===== src/rtl/axi_write_pkg.sv =====
// Shared types for the low-priority AXI-lite write path: request entry and queue FSM states.
package axi_write_pkg;

    localparam int AXI_ADDR_W = 32;
    localparam int AXI_DATA_W = 32;

    typedef struct packed {
        logic [AXI_ADDR_W-1:0] addr;
        logic [AXI_DATA_W-1:0] data;
    } wr_req_t;

    typedef enum logic {
        IDLE  = 1'b0,
        ISSUE = 1'b1
    } wq_state_t;

endpackage


===== src/rtl/adam_seq.sv =====
// Sequencing bundle: single clock plus asynchronous active-low reset.
interface ADAM_SEQ;
    logic clk;
    logic rst;

    modport Master (output clk, output rst);
    modport Slave  (input clk, input rst);
endinterface


===== src/rtl/wq_fifo_mem.sv =====
// Entry storage for the write queue: one synchronous write port, one asynchronous read port.
// Zero-latency read; no flow control of its own, the owner gates i_we.
module wq_fifo_mem
    import axi_write_pkg::*;
#(
    parameter int  DEPTH = 8,
    parameter type T     = wr_req_t,
    localparam int AW    = $clog2(DEPTH)
) (
    input  logic          i_clk,
    input  logic          i_we,
    input  logic [AW-1:0] i_waddr,
    input  T              i_wdat,
    input  logic [AW-1:0] i_raddr,
    output T              o_rdat
);

    T r_mem [DEPTH];

    always_ff @(posedge i_clk) begin
        if (i_we) begin
            r_mem[i_waddr] <= i_wdat;
        end
    end

    assign o_rdat = r_mem[i_raddr];

endmodule


===== src/rtl/fsm_write_queue.sv =====
// Buffers control-FSM writes and presents the head on req/ack; head visible 1 cycle after push.
// push_ready_o drops when full (registered state only); pushes while full are dropped and flagged.
module fsm_write_queue
    import axi_write_pkg::*;
#(
    parameter int DEPTH   = 8,
    parameter int ADDR_W  = AXI_ADDR_W,
    parameter int DATA_W  = AXI_DATA_W,
    parameter int TIMEOUT = 1024,
    localparam int PW     = $clog2(DEPTH),
    localparam int CW     = $clog2(DEPTH) + 1,
    localparam int WW     = (TIMEOUT > 0) ? $clog2(TIMEOUT + 1) : 1
) (
    ADAM_SEQ.Slave              seq_port,
    input  logic                push_valid_i,
    input  logic [ADDR_W-1:0]   push_addr_i,
    input  logic [DATA_W-1:0]   push_data_i,
    output logic                push_ready_o,
    output logic                fsm_req_o,
    output logic [ADDR_W-1:0]   fsm_adress_o,
    output logic [DATA_W-1:0]   fsm_data_o,
    input  logic                fsm_ack_i,
    input  logic                flush_i,
    input  logic                clear_err_i,
    output logic [CW-1:0]       count_o,
    output logic                overflow_o,
    output logic                timeout_o
);

    typedef struct packed {
        logic [ADDR_W-1:0] addr;
        logic [DATA_W-1:0] data;
    } entry_t;

    localparam logic [CW-1:0] FULL_CNT = CW'(DEPTH);
    localparam logic [WW-1:0] WD_MAX   = WW'(TIMEOUT);

    logic      w_clk;
    logic      w_rst_n;
    assign w_clk   = seq_port.clk;
    assign w_rst_n = seq_port.rst;

    wq_state_t      r_state, w_state_nxt;
    logic [PW-1:0]  r_wr_ptr, r_rd_ptr, w_wr_ptr_nxt, w_rd_ptr_nxt;
    logic [CW-1:0]  r_count, w_count_nxt;
    logic [WW-1:0]  r_wd, w_wd_nxt;
    logic           r_overflow, r_timeout;
    logic           w_full, w_flush, w_push, w_pop, w_ovf_set, w_to_set;
    entry_t         w_head, w_wdat;

    always_comb begin
        w_full    = (r_count == FULL_CNT);
        w_flush   = flush_i && (r_state == ISSUE);
        w_push    = push_valid_i && !w_full && !w_flush;
        w_pop     = fsm_ack_i && (r_count != '0);
        w_ovf_set = push_valid_i && w_full && !w_flush;
    end

    // Flush keeps only the head: it may already be latched by the port.
    always_comb begin
        w_wr_ptr_nxt = r_wr_ptr + PW'(w_push);
        w_rd_ptr_nxt = r_rd_ptr + PW'(w_pop);
        w_count_nxt  = r_count + CW'(w_push) - CW'(w_pop);
        if (w_flush) begin
            w_wr_ptr_nxt = r_rd_ptr + PW'(1);
            w_count_nxt  = w_pop ? '0 : CW'(1);
        end
    end

    always_comb begin
        w_state_nxt = r_state;
        case (r_state)
            IDLE:    if (w_push) w_state_nxt = ISSUE;
            ISSUE:   if (w_count_nxt == '0) w_state_nxt = IDLE;
            default: w_state_nxt = IDLE;
        endcase
    end

    always_ff @(posedge w_clk or negedge w_rst_n) begin
        if (!w_rst_n) r_state <= IDLE;
        else          r_state <= w_state_nxt;
    end

    always_ff @(posedge w_clk or negedge w_rst_n) begin
        if (!w_rst_n) begin
            r_wr_ptr <= '0;
            r_rd_ptr <= '0;
            r_count  <= '0;
        end else begin
            r_wr_ptr <= w_wr_ptr_nxt;
            r_rd_ptr <= w_rd_ptr_nxt;
            r_count  <= w_count_nxt;
        end
    end

    // Timeout flags only the cycle the counter reaches its limit, so a clear sticks while stalled.
    always_comb begin
        w_wd_nxt = r_wd;
        if (TIMEOUT == 0 || r_state != ISSUE || fsm_ack_i || w_flush) begin
            w_wd_nxt = '0;
        end else if (r_wd != WD_MAX) begin
            w_wd_nxt = r_wd + WW'(1);
        end
        w_to_set = (TIMEOUT != 0) && (w_wd_nxt == WD_MAX) && (r_wd != WD_MAX);
    end

    always_ff @(posedge w_clk or negedge w_rst_n) begin
        if (!w_rst_n) begin
            r_wd       <= '0;
            r_overflow <= 1'b0;
            r_timeout  <= 1'b0;
        end else begin
            r_wd <= w_wd_nxt;
            if (w_ovf_set)        r_overflow <= 1'b1;
            else if (clear_err_i) r_overflow <= 1'b0;
            if (w_to_set)         r_timeout  <= 1'b1;
            else if (clear_err_i) r_timeout  <= 1'b0;
        end
    end

    assign w_wdat.addr = push_addr_i;
    assign w_wdat.data = push_data_i;

    wq_fifo_mem #(
        .DEPTH (DEPTH),
        .T     (entry_t)
    ) u_mem (
        .i_clk   (w_clk),
        .i_we    (w_push),
        .i_waddr (r_wr_ptr),
        .i_wdat  (w_wdat),
        .i_raddr (r_rd_ptr),
        .o_rdat  (w_head)
    );

    assign push_ready_o = !w_full;
    assign fsm_req_o    = (r_count != '0);
    assign fsm_adress_o = fsm_req_o ? w_head.addr : '0;
    assign fsm_data_o   = fsm_req_o ? w_head.data : '0;
    assign count_o      = r_count;
    assign overflow_o   = r_overflow;
    assign timeout_o    = r_timeout;

endmodule

===== src/flat_wrapper.sv =====
// flat-port wrapper written by rule: the top's interface ports become plain ports
module fsm_write_queue_flat import axi_write_pkg::*;
#(
    parameter int DEPTH   = 8,
    parameter int ADDR_W  = AXI_ADDR_W,
    parameter int DATA_W  = AXI_DATA_W,
    parameter int TIMEOUT = 1024,
    localparam int PW     = $clog2(DEPTH),
    localparam int CW     = $clog2(DEPTH) + 1,
    localparam int WW     = (TIMEOUT > 0) ? $clog2(TIMEOUT + 1) : 1
)
  (push_valid_i, push_addr_i, push_data_i, push_ready_o, fsm_req_o, fsm_adress_o, fsm_data_o, fsm_ack_i, flush_i, clear_err_i, count_o, overflow_o, timeout_o, seq_port_clk, seq_port_rst);
  ADAM_SEQ seq_port_i ();
  input  logic push_valid_i;
  input  logic [ADDR_W-1:0] push_addr_i;
  input  logic [DATA_W-1:0] push_data_i;
  output logic push_ready_o;
  output logic fsm_req_o;
  output logic [ADDR_W-1:0] fsm_adress_o;
  output logic [DATA_W-1:0] fsm_data_o;
  input  logic fsm_ack_i;
  input  logic flush_i;
  input  logic clear_err_i;
  output logic [CW-1:0] count_o;
  output logic overflow_o;
  output logic timeout_o;
  input wire logic [$bits(seq_port_i.clk)-1:0] seq_port_clk;
  input wire logic [$bits(seq_port_i.rst)-1:0] seq_port_rst;
  assign seq_port_i.clk = seq_port_clk;
  assign seq_port_i.rst = seq_port_rst;
  fsm_write_queue #(.DEPTH(DEPTH), .ADDR_W(ADDR_W), .DATA_W(DATA_W), .TIMEOUT(TIMEOUT)) u_core (.seq_port(seq_port_i), .push_valid_i(push_valid_i), .push_addr_i(push_addr_i), .push_data_i(push_data_i), .push_ready_o(push_ready_o), .fsm_req_o(fsm_req_o), .fsm_adress_o(fsm_adress_o), .fsm_data_o(fsm_data_o), .fsm_ack_i(fsm_ack_i), .flush_i(flush_i), .clear_err_i(clear_err_i), .count_o(count_o), .overflow_o(overflow_o), .timeout_o(timeout_o));
endmodule

===== config.mk =====
export PLATFORM = sky130hd
export DESIGN_NAME = fsm_write_queue_flat
export DESIGN_NICKNAME = d
export VERILOG_FILES = /design/src/rtl/axi_write_pkg.sv /design/src/rtl/adam_seq.sv /design/src/rtl/wq_fifo_mem.sv /design/src/rtl/fsm_write_queue.sv /design/src/flat_wrapper.sv
export SDC_FILE = /design/constraint.sdc
export NUM_CORES = 1
export LEC_CHECK = 0
export CAP_MARGIN = 40
export CORE_MARGIN = 2
export CORE_UTILIZATION = 39
export DETAILED_ROUTE_END_ITERATION = 8
export GPL_ROUTABILITY_DRIVEN = 0
export PLACE_DENSITY = 0.59
export SETUP_SLACK_MARGIN = 0.3
export SKIP_LAST_GASP = 1
export SLEW_MARGIN = 20
export SYNTH_ARGS = -nofsm -noshare
export SYNTH_HDL_FRONTEND = slang
export SYNTH_SLANG_ARGS = --single-unit

===== constraint.sdc =====
create_clock -name seq_port_clk -period 10.86 [get_ports seq_port_clk]
set_input_delay 1.629 -clock seq_port_clk [delete_from_list [all_inputs] [get_ports seq_port_clk]]
set_output_delay 1.629 -clock seq_port_clk [all_outputs]
set_load 0.01 [all_outputs]

==> results.toml <==
[timing]
fin_skew_ns = 0.0186
max_slew_margin = 0.464
whs_ns = 0.531
tightest_slew_ns = 0.804
rsz0062_at_grt = "no"
setup_viol = 0
fin_crit_sh = 0.492
final_hold_viol_count = 0
maxSlewViolCount = 0
period_needed_ns = 5.35
tns_ns = 0
clock.fmax_ghz = 0.187

[synthesis]
syn_nets = 1048
yosysTopAreaCell = "edfxtp_1"
yosysMostFrequentCell = "edfxtp_1"
synth_edf_count = 512
synth_area_leaders = "edfxtp_1 (74%), mux4_2 (14%), mux2i_1 (3.1%)"
ys_seq_area_frac = 0.768
async_flop_share = 0.0448
synth.cell_area_um2 = 20800
syn_inst = 965
synth_common_cells = "edfxtp_1 (512), mux4_2 (128), nor2_1 (82)"
ys_seq_elements = 536
synth_cell_types = 44
synthDominantCellAreaShare = 0.739
synth_area_per_cell_um2 = 21.6
ys.flop_type = "edfxtp_1"
yosys_warnings = 0

[worst_setup_path]
critPathRequiredTime_ns = 9.23
crit_slowest_cell = "dfrtp_4"
reg2reg_depth = 13
start_kind = "register"
path_buf_inv = 4
crit_start = "u_core.r_rd_ptr[1]"
critPathArrivalTime_ns = 3.72
rr_startpoint = "u_core.count_o[2]"
critPathKind = "reg2out"
path_cells = "buf_12, buf_4, buf_12, mux4_2, mux2i_1, nor2_1, clkdlybuf4s50_1"
slowest_delay_ns = 0.77
cp_max_fo = 34
end_kind = "output port"
worst-path-stages = 7
timing.rr.end = "u_core.r_state"
endpoint = "fsm_data_o[1]"
r2r_slack_ns = 7.59
critical-path-top-delay-family = "buffers and inverters"
cpMostUsedCell = "buf_12"

[pwr]
power_density_nw_per_um2 = 267
ir_drop_uv = 125
p_leak_uw = 0.00821

[clocking]
cts-resized-gates = 0
cts.clk_slew.worst_paths_ns = 0.06
cts.sinks = 536
hold_buffers = 0
clock_path_buffers = 3
htreeDepth = 2
numCtsBuffers = 55
cts_tree = "done"
cts_root_buffer = "clkbuf_16"
clock_latency_ns = 0.59
cts_setup_buffers = 0

[route]
drt-met1-wl_mm = 19.2
drtIter0Drc = 531
finalWirelength_mm = 42.2
vias = 9683
vias_per_cell = 5.16
dr_wl_met3_mm = 1.70
drc_errors = 0
wl_met2_mm = 20.4
wl_per_cell_um = 22.5
top_layer = "met5"
ant_nets = 0
drt_pass1_iterations = 4

[placement]
io_buffers = 141
dp_hpwl_mm = 23.2

[global_routing]
grt_pass1_vias = 10100
grt-ovfl-total = 0
grt_start_max_net_pins = 45
antenna_found_initial = 4
grt_pass1_wl_mm = 63.5
track_usage = 0.153

[floorplan]
core_um2 = 52700
die_height_um = 235
io-pin-count = 142
row_count = 84
die_width_um = 235
die_area_um2 = 55200
initial_core_util = 0.395

[final_layout]
nets = 1226
final_util = 0.476
n_antenna_cell = 0
area_growth_pct = 20.5
drive_gt1_frac = 0.215

[min_path]
hold_depth = 2
min_path_type = "reg2reg"

[outcome]
outcome = "finished clean"

[flow_run]
cap_violations = 0
-- how the worst min path moves through the flow --
stage / start / slack, ns / end
floorplan: u_core.r_state / 0.49 / u_core.r_state
global placement: u_core.overflow_o / 0.52 / u_core.overflow_o
detailed placement: u_core.overflow_o / 0.53 / u_core.overflow_o
CTS: u_core.overflow_o / 0.54 / u_core.overflow_o
global route: u_core.timeout_o / 0.57 / u_core.timeout_o
finish: u_core.overflow_o / 0.53 / u_core.overflow_o
-- worst min-delay path: stages (launching register included) --
cell     delay (ns)
dfrtp_1        0.37
inv_1          0.05
o22ai_1        0.06
-- cell type report --
| cell class | instances | area [um^2] |
|---|---|---|
| well taps | 688 | 861 |
| flip-flops and latches | 536 | 16000 |
| clock inverters | 37 | 374 |
| inverters | 12 | 45.0 |
| clock buffers | 66 | 1460 |
| repair buffers | 169 | 1730 |
| multi-input cells | 369 | 4620 |
| fillers | 4332 | 27600 |
-- sequential cells by signal, summed over array words and instances (netlist names) --
name / count
u_core.u_mem.r_mem: 512
u_core.r_wr_ptr: 3
u_core.r_wd: 11
u_core.overflow_o: 1
u_core.count_o: 4
u_core.r_rd_ptr: 3
u_core.timeout_o: 1
u_core.r_state: 1
-- where the power goes --
part / total [uW] / internal, uW / switching, uW / leakage, uW
logic: 2160 / 1140 / 1020 / 0.00240
registers: 2660 / 2510 / 150 / 0.00494
clock network: 1890 / 1120 / 764 / 0.000876
-- cells in the final DEF (no fill, tap or decap), types with 3 or more instances in the layout --
cell / count
buf_12: 4
clkinvlp_4: 7
ha_1: 12
mux4_2: 128
nand2_1: 10
clkbuf_16: 57
clkinv_1: 12
nor2b_1: 4
edfxtp_1: 512
nor2_4: 3
o21ai_0: 5
dfrtp_1: 21
a21oi_1: 7
nor3_2: 4
inv_1: 12
clkbuf_1: 9
xnor2_1: 7
nor2_1: 79
bufinv_16: 7
and2_1: 4
xor2_1: 8
dfrtp_4: 3
buf_4: 21
clkdlybuf4s50_1: 141
mux2i_1: 65
clkinv_2: 8
nand3_1: 4
buf_16: 3
-- stage by stage --
step           total power, uW  instances  area [um^2]  worst slack [ns]
4_1_cts                   6830       1876        25000              5.37
2_1_floorplan             3970        965        20800              1.99
3_5_place_dp              4920       1773        23200              5.70
6_report                  6700       1877        25100              5.51
3_3_place_gp              4860       1767        23100              5.70
5_1_grt                   7040       1877        25100              5.26
-- routing by layer --
metal,global-route usage,vias up
li1,-,4313
met1,0.211,5146
met2,0.247,149
met3,0.0304,67
met4,0.0445,8
met5,0,-
-- cells by family after synthesis --
| kind of cell | synth area share |
|---|---|
| DFF | 0.768 |
| muxes | 0.170 |
| and+or+nand+nor | 0.0284 |
| buffers and inverters | 0.0133 |
| AOI/OAI and AO/OA | 0.00595 |
| xor gates and xnor gates | 0.00631 |
| adders and majority gates | 0.00818 |
No activity file was read; power rests on OpenSTA's default activity.
